$ cat src/rtl/engine_configure_memory_request_sequencer_if.sv
// Request/response bus between the configuration sequencer and the memory request arbiter.
// Each accepted request is answered later by exactly one resp_valid_in pulse.
interface engine_configure_memory_request_sequencer_if #(
   parameter int ADDR_WIDTH = 64
);
   logic                  req_valid_out;
   logic                  req_ready_in;
   logic [ADDR_WIDTH-1:0] req_address_out;
   logic [15:0]           req_offset_out;
   logic                  resp_valid_in;

   modport master (
      output req_valid_out, req_address_out, req_offset_out,
      input  req_ready_in, resp_valid_in
   );

   modport slave (
      input  req_valid_out, req_address_out, req_offset_out,
      output req_ready_in, resp_valid_in
   );
endinterface

$ cat src/rtl/engine_configure_memory_request_sequencer.sv
// Issues one credit-throttled read per configuration word of every engine in a lane,
// counts the returned words and pulses done once all of them are back.
module engine_configure_memory_request_sequencer #(
   parameter int NUM_ENGINES      = 4,
   parameter int ENGINE_SEQ_WIDTH = 16,
   parameter int WORD_BYTES       = 4,
   parameter int ADDR_WIDTH       = 64,
   parameter int MAX_OUTSTANDING  = 8
) (
   input  logic                  ap_clk,
   input  logic                  ap_rst_n,
   input  logic                  start_in,
   input  logic [ADDR_WIDTH-1:0] cfg_base_address_in,
   engine_configure_memory_request_sequencer_if.master mem,
   output logic                  busy_out,
   output logic                  done_out,
   output logic                  stray_resp_out
);
   localparam int TOTAL_WORDS = NUM_ENGINES * ENGINE_SEQ_WIDTH;
   localparam int OUT_W       = $clog2(MAX_OUTSTANDING + 1);
   localparam logic [15:0]      TOTAL_W  = 16'(TOTAL_WORDS);
   localparam logic [15:0]      LAST_W   = 16'(TOTAL_WORDS - 1);
   localparam logic [OUT_W-1:0] MAX_OUT  = OUT_W'(MAX_OUTSTANDING);

   typedef enum logic [1:0] {IDLE, ISSUE, DRAIN, DONE} state_t;

   state_t                state_q, state_d;
   logic [ADDR_WIDTH-1:0] base_q, base_d;
   logic [15:0]           issue_cnt_q, issue_cnt_d;
   logic [15:0]           resp_cnt_q, resp_cnt_d;
   logic [OUT_W-1:0]      outstanding_q, outstanding_d;
   logic                  valid_q, valid_d;
   logic                  stray_q, stray_d;
   logic                  hs, resp_ok;

   always_ff @(posedge ap_clk or negedge ap_rst_n) begin
      if (!ap_rst_n) begin
         state_q       <= IDLE;
         base_q        <= '0;
         issue_cnt_q   <= '0;
         resp_cnt_q    <= '0;
         outstanding_q <= '0;
         valid_q       <= 1'b0;
         stray_q       <= 1'b0;
      end else begin
         state_q       <= state_d;
         base_q        <= base_d;
         issue_cnt_q   <= issue_cnt_d;
         resp_cnt_q    <= resp_cnt_d;
         outstanding_q <= outstanding_d;
         valid_q       <= valid_d;
         stray_q       <= stray_d;
      end
   end

   always_comb begin
      state_d       = state_q;
      base_d        = base_q;
      issue_cnt_d   = issue_cnt_q;
      resp_cnt_d    = resp_cnt_q;
      outstanding_d = outstanding_q;
      valid_d       = valid_q;
      stray_d       = stray_q;

      hs      = valid_q & mem.req_ready_in;
      // A response only counts against a read we actually have in flight.
      resp_ok = mem.resp_valid_in && (outstanding_q != '0) && (state_q != IDLE);
      if (mem.resp_valid_in && !resp_ok) stray_d = 1'b1;

      if (hs)      issue_cnt_d = issue_cnt_q + 16'd1;
      if (resp_ok) resp_cnt_d  = resp_cnt_q + 16'd1;
      if (hs && !resp_ok)      outstanding_d = outstanding_q + OUT_W'(1);
      else if (!hs && resp_ok) outstanding_d = outstanding_q - OUT_W'(1);

      case (state_q)
         IDLE: begin
            if (start_in) begin
               state_d       = ISSUE;
               base_d        = cfg_base_address_in;
               issue_cnt_d   = '0;
               resp_cnt_d    = '0;
               outstanding_d = '0;
               stray_d       = 1'b0;
               valid_d       = 1'b1;
            end
         end
         ISSUE: begin
            if (hs && issue_cnt_q == LAST_W) begin
               valid_d = 1'b0;
               state_d = (resp_cnt_d == TOTAL_W) ? DONE : DRAIN;
            end else if (!(valid_q && !mem.req_ready_in)) begin
               // Credit is judged against next-cycle occupancy; a pending request is never withdrawn.
               valid_d = (outstanding_d < MAX_OUT);
            end
         end
         DRAIN: begin
            if (resp_cnt_d == TOTAL_W) state_d = DONE;
         end
         DONE: state_d = IDLE;
         default: state_d = IDLE;
      endcase
   end

   assign mem.req_valid_out   = valid_q;
   assign mem.req_offset_out  = issue_cnt_q;
   assign mem.req_address_out = base_q + ADDR_WIDTH'(issue_cnt_q) * ADDR_WIDTH'(WORD_BYTES);
   assign busy_out            = (state_q != IDLE);
   assign done_out            = (state_q == DONE);
   assign stray_resp_out      = stray_q;
endmodule

$ cat src/flat_wrapper.sv
// flat-port wrapper written by rule: the top's interface ports become plain ports
module engine_configure_memory_request_sequencer_flat 
#(
   parameter int NUM_ENGINES      = 4,
   parameter int ENGINE_SEQ_WIDTH = 16,
   parameter int WORD_BYTES       = 4,
   parameter int ADDR_WIDTH       = 64,
   parameter int MAX_OUTSTANDING  = 8
)
  (ap_clk, ap_rst_n, start_in, cfg_base_address_in, busy_out, done_out, stray_resp_out, mem_req_valid_out, mem_req_address_out, mem_req_offset_out, mem_req_ready_in, mem_resp_valid_in);
  engine_configure_memory_request_sequencer_if #(.ADDR_WIDTH(ADDR_WIDTH)) mem_i ();
  input  logic ap_clk;
  input  logic ap_rst_n;
  input  logic start_in;
  input  logic [ADDR_WIDTH-1:0] cfg_base_address_in;
  output logic busy_out;
  output logic done_out;
  output logic stray_resp_out;
  output wire logic [$bits(mem_i.req_valid_out)-1:0] mem_req_valid_out;
  output wire logic [$bits(mem_i.req_address_out)-1:0] mem_req_address_out;
  output wire logic [$bits(mem_i.req_offset_out)-1:0] mem_req_offset_out;
  input wire logic [$bits(mem_i.req_ready_in)-1:0] mem_req_ready_in;
  input wire logic [$bits(mem_i.resp_valid_in)-1:0] mem_resp_valid_in;
  assign mem_req_valid_out = mem_i.req_valid_out;
  assign mem_req_address_out = mem_i.req_address_out;
  assign mem_req_offset_out = mem_i.req_offset_out;
  assign mem_i.req_ready_in = mem_req_ready_in;
  assign mem_i.resp_valid_in = mem_resp_valid_in;
  engine_configure_memory_request_sequencer #(.NUM_ENGINES(NUM_ENGINES), .ENGINE_SEQ_WIDTH(ENGINE_SEQ_WIDTH), .WORD_BYTES(WORD_BYTES), .ADDR_WIDTH(ADDR_WIDTH), .MAX_OUTSTANDING(MAX_OUTSTANDING)) u_core (.ap_clk(ap_clk), .ap_rst_n(ap_rst_n), .start_in(start_in), .cfg_base_address_in(cfg_base_address_in), .mem(mem_i), .busy_out(busy_out), .done_out(done_out), .stray_resp_out(stray_resp_out));
endmodule
$ cat config.mk
export PLATFORM = sky130hd
export DESIGN_NAME = engine_configure_memory_request_sequencer_flat
export DESIGN_NICKNAME = d
export VERILOG_FILES = /design/src/rtl/engine_configure_memory_request_sequencer_if.sv /design/src/rtl/engine_configure_memory_request_sequencer.sv /design/src/flat_wrapper.sv
export SDC_FILE = /design/constraint.sdc
export NUM_CORES = 1
export LEC_CHECK = 0
export CORE_ASPECT_RATIO = 1.5
export CORE_MARGIN = 8
export CORE_UTILIZATION = 40
export CTS_CLUSTER_SIZE = 25
export DETAILED_ROUTE_END_ITERATION = 6
export HOLD_SLACK_MARGIN = 0.1
export PLACE_DENSITY_LB_ADDON = 0.05
export SYNTH_ARGS = -nofsm -noshare
export SYNTH_HDL_FRONTEND = slang
export SYNTH_SLANG_ARGS = --single-unit
$ cat constraint.sdc
create_clock -name ap_clk -period 4.5 [get_ports ap_clk]
set_input_delay 1.125 -clock ap_clk [delete_from_list [all_inputs] [get_ports ap_clk]]
set_output_delay 1.125 -clock ap_clk [all_outputs]
set_load 0.05 [all_outputs]
Word level (Yosys, flattened, before mapping)
Index checks and enable logic that the tools add are counted.
- register bits after elaboration: 104
- input bits: 69
- output and inout bits: 84
- word-level logic and storage cells: 62
- add/sub/neg operators: 5
- $lt $le $gt $ge: 1
- equal/unequal tests: 9
- multiplexer cells: 22
- bitwise gates (word level): 1
- reduce and logical (&&, ||, !) cells: 17
- operator list (kind ; number):
    two-way mux 16 bit ; 6
    adder 64 x 18 -> 64 bit ; 1
    adder 16 x 1 -> 16 bit, second input constant ; 2
    equality test 16 x 6 -> 1 bit, second input constant ; 1
    equality test 16 x 7 -> 1 bit, second input constant ; 1
    two-way mux 4 bit ; 4
    one-hot mux 2 bit (4 select lines) ; 1
    logical AND 1 bit ; 7
    two-way mux 1 bit ; 7
    two-way mux 2 bit ; 3
    AND reduction 3 bit ; 2
    adder 4 x 1 -> 4 bit, second input constant ; 1
    equality test 2 bit, second input constant ; 2
    less-than comparator 4 bit, second input constant ; 1
    inequality test 2 x 1 -> 1 bit, second input constant ; 2
    nonzero test 2 bit ; 2
    nonzero test 4 bit ; 1
    subtractor 4 x 1 -> 4 bit, second input constant ; 1
    zero test 1 bit ; 3
    inequality test 3 x 2 -> 1 bit, second input constant ; 1
    equality test 2 x 1 -> 1 bit, second input constant ; 1
    zero test 2 bit ; 1
    inequality test 2 bit, second input constant ; 1
    one-hot mux 1 bit (2 select lines) ; 1
    other kinds (2) ; 2

Longest topological paths before layout
- depth after elaboration: 10
- gate-level depth with buffers: 12
- gate-level depth less buffers: 10

Worst setup path after synthesis
Ideal clock, no wire load.
- kind: flip-flop to output port
- from: register u_core.issue_cnt_q[0] (netlist: u_core.mem.req_offset_out[0])
- to: output port mem_req_address_out[30]
- arrival time: 3.621 ns
- data required time: 3.375 ns
- setup slack: -0.246 ns
- cell stages (with the launch flop): 13
- buffers on the path: 2
- path through: dfrtp_1 > ha_1 > inv_1 > fa_1 > nor2b_1 > o21ai_1 > nand2b_2 > a211oi_1 > or4_1 > buf_2 > buf_6 > a211oi_1 > xor2_1
- longest elaborated chain between the ends: 1
- ends and longest elaborated chain (item ; RTL line ; RTL):
    start: declaration ; engine_configure_memory_request_sequencer.sv:29 ; logic [15:0] issue_cnt_q, issue_cnt_d;
    start signal: assignment ; engine_configure_memory_request_sequencer.sv:48 ; issue_cnt_q <= issue_cnt_d;
    adder 64 x 18 -> 64 bit ; engine_configure_memory_request_sequencer.sv:106 ; assign mem.req_address_out = base_q + ADDR_WIDTH'(issue_cnt_q) * ADDR_WIDTH'(WORD_BYTES);
    end: declaration ; flat_wrapper.sv:20 ; output wire logic [$bits(mem_i.req_address_out)-1:0] mem_req_address_out;
No other way between the ends.

Final worst setup path
- from: register u_core.issue_cnt_q[14] (netlist: u_core.mem.req_offset_out[14])
- to: output port mem_req_address_out[34]
Same word-level chain as after synthesis.

==> results.cfg <==
[routing]
via_per_inst = 5.35
drt_iter0_markers = 317
wl_per_cell_um = 18.6
vias = 5528
ant_nets = 0
drc = 0
first_pass_iters = 5
drt-total-wl_um = 19200

[global_routing]
grt_pass1_wl_um = 31100
grt-ovfl-total = 0
grt_usage_pct = 18.4
grt_max_degree = 67
grt_pass1_vias = 5760
antenna_found_initial = 0

[cts]
cts_tree = yes
cts_htree_levels = 3
clkTransAtPathRegs_ns = 0.07
cts_inserted_buffers = 9
clk_latency_ns = 0.35
clock_sinks = 104
cts_max_path_buffers = 2
root_buffer = clkbuf_16

[sta]
relSlewSlack_pct = 39.7
fin_tns_setup_ns = 0
finalSetupViolCount = 0
period_share_pct = 95.8
skew_ns = 0.00600
rsz0062_at_grt = no
fin_crit_ns = 4.31
worst_pin_slew_ns = 0.904
max_freq_mhz = 232
slew_viol_final = 0
finalHoldViolations = 0

[critical_path]
crit_path_start_kind = register
critPathKind = register to output port
cp.required_ns = 3.38
critPathCaptureType = output port
worstPathArrival_ns = 3.19
crit_fanout = 11

[synthesis]
synth_flop_cell = dfrtp_1
avgSynthCellArea_um2 = 9.81
async_reset_ff_share_pct = 100
yosys_warnings = 0
syn_inst = 680
syn_area_um2 = 6670
synthTopCellsByArea = dfrtp_1, mux2_2, xor2_1
syn_nets = 775
synth_edf_count = 0
seq_area_frac_synth_pct = 39.0
yosysUniqueCellTypes = 64
yosys.area.top_type = dfrtp_1
synth_top_area_share_pct = 39.0
synth_seq_cells = 104

[power]
power_density_nw_per_um2 = 739
p_leak_nw = 3.91
peakVddDrop_mv = 0.471

[floorplan]
initial_core_util_pct = 40.3
die_w_um = 121
dieArea_um2 = 21200
die_h_um = 174
core.rowCount = 58
core_um2 = 16500
boundaryPins = 153

[placement]
placedCellCount = 1017
numPortBuffers = 152
dp_hpwl_um = 15000
gp_congestion = 0.889

[finish]
drive_above_1_share_pct = 22.5
area_growth_pct = 40.2
fin_cells = 1033
mostFrequentLayoutCell = dfrtp_1
final_cell_mix = dfrtp_1, clkdlybuf4s50_1, mux2_2, nor2_1, buf_12
finalCoreUtilization_pct = 56.5
insertedDiodeCount = 0
final_nets = 913

[flow_run]
drv_cap = 0

[status]
status = finished clean

[min_path]
hold_path_class = register to register
## cells in the mapped netlist, types with 10 or more instances
cell type  count
dfrtp_1      104
ha_1          25
mux2_2        61
clkbuf_1      17
xor2_1        56
nand4_1       25
a21o_1        10
xnor2_1       33
nor4_1        10
o21ai_0       18
nor2_1        52
nand2_1       44
and3_1        18
inv_1         17
nor3_1        15
a21oi_1       28
nand3_1       33
## layer usage
metal  vias up  share of wire, %  GRT usage (%)
li1       2689                 -              -
met1      2683                41           21.4
met2       135                53           33.1
met3        21               4.5           3.44
met4         0               1.8           5.27
met5         -                 0              0
## critical path, stage by stage (launching register included)
cell and delay [ns]:
dfrtp_1 0.44, ha_1 0.47, and3_1 0.26, nand4_1 0.13, or4_4 0.71, a211oi_1 0.44
xor2_2 0.22, buf_12 0.16
## registers in the layout (all words and copies together), names as in the netlist
name,count
u_core.stray_resp_out,1
u_core.state_q,2
u_core.outstanding_q,4
u_core.mem.req_valid_out,1
u_core.mem.req_offset_out,16
u_core.base_q,64
u_core.resp_cnt_q,16
## logic make-up after synthesis
group           synth area share, %
compound gates                 10.4
buf+inv                        3.45
mux                            10.8
simple gates                   19.5
flops                          39.0
fa+ha+maj                      5.14
xor+xnor                       11.7
## per-stage QoR
stage | instance area (µm²) | power [mW] | setup slack [ns] | hold WS [ns]
3_5_place_dp | 8950 | 6.13 | 0.143 | 0.500
4_1_cts | 9310 | 6.99 | 0.0557 | 0.516
2_1_floorplan | 6790 | 4.33 | 0.0100 | 0.482
3_3_place_gp | 8950 | 6.04 | 0.241 | 0.489
6_report | 9350 | 6.91 | 0.187 | 0.511
5_1_grt | 9350 | 7.29 | 0.0196 | 0.521
## worst paths after layout
| kind | from | to | slack [ns] | cells past startpoint |
|---|---|---|---|---|
| worst max-delay path | u_core.mem.req_offset_out[14] | mem_req_address_out[34] | 0.19 | 7 |
| worst min-delay path | u_core.base_q[12] | u_core.base_q[12] | 0.51 | 1 |
| worst max register to register | u_core.state_q[0] | u_core.state_q[1] | 1.36 | 9 |
| worst min register to register | u_core.base_q[12] | u_core.base_q[12] | 0.51 | 1 |
| max in group asynchronous | ap_rst_n | u_core.mem.req_offset_out[8] | 2.72 | 2 |
| min in group asynchronous | ap_rst_n | u_core.base_q[27] | 0.88 | 1 |
## cell type report
class,instances,area (µm²)
sequential,104,2600
tap,210,263
multi-input combinational,523,4040
clock buffer,13,270
clock inverter,3,47.5
inverter,17,63.8
fill,1441,7190
timing repair buffer,163,2060
## report_power, final
part           switching, mW  internal [mW]  total [mW]
clock network          0.351          0.481       0.832
registers              0.438           1.30        1.74
logic                   2.46           1.88        4.34
total                   3.24           3.67        6.91
## what timing repair did
item                                    in CTS  in global routing
gates resized for setup                      5                  8
setup buffers                                0                  0
pin swaps                                    1                  0
endpoints found under the setup margin      16                 18
endpoints found under the hold margin        0                  0
hold buffers                                 0                  0
cloned                                       0                  0
No activity file was read; power rests on OpenSTA's default activity.
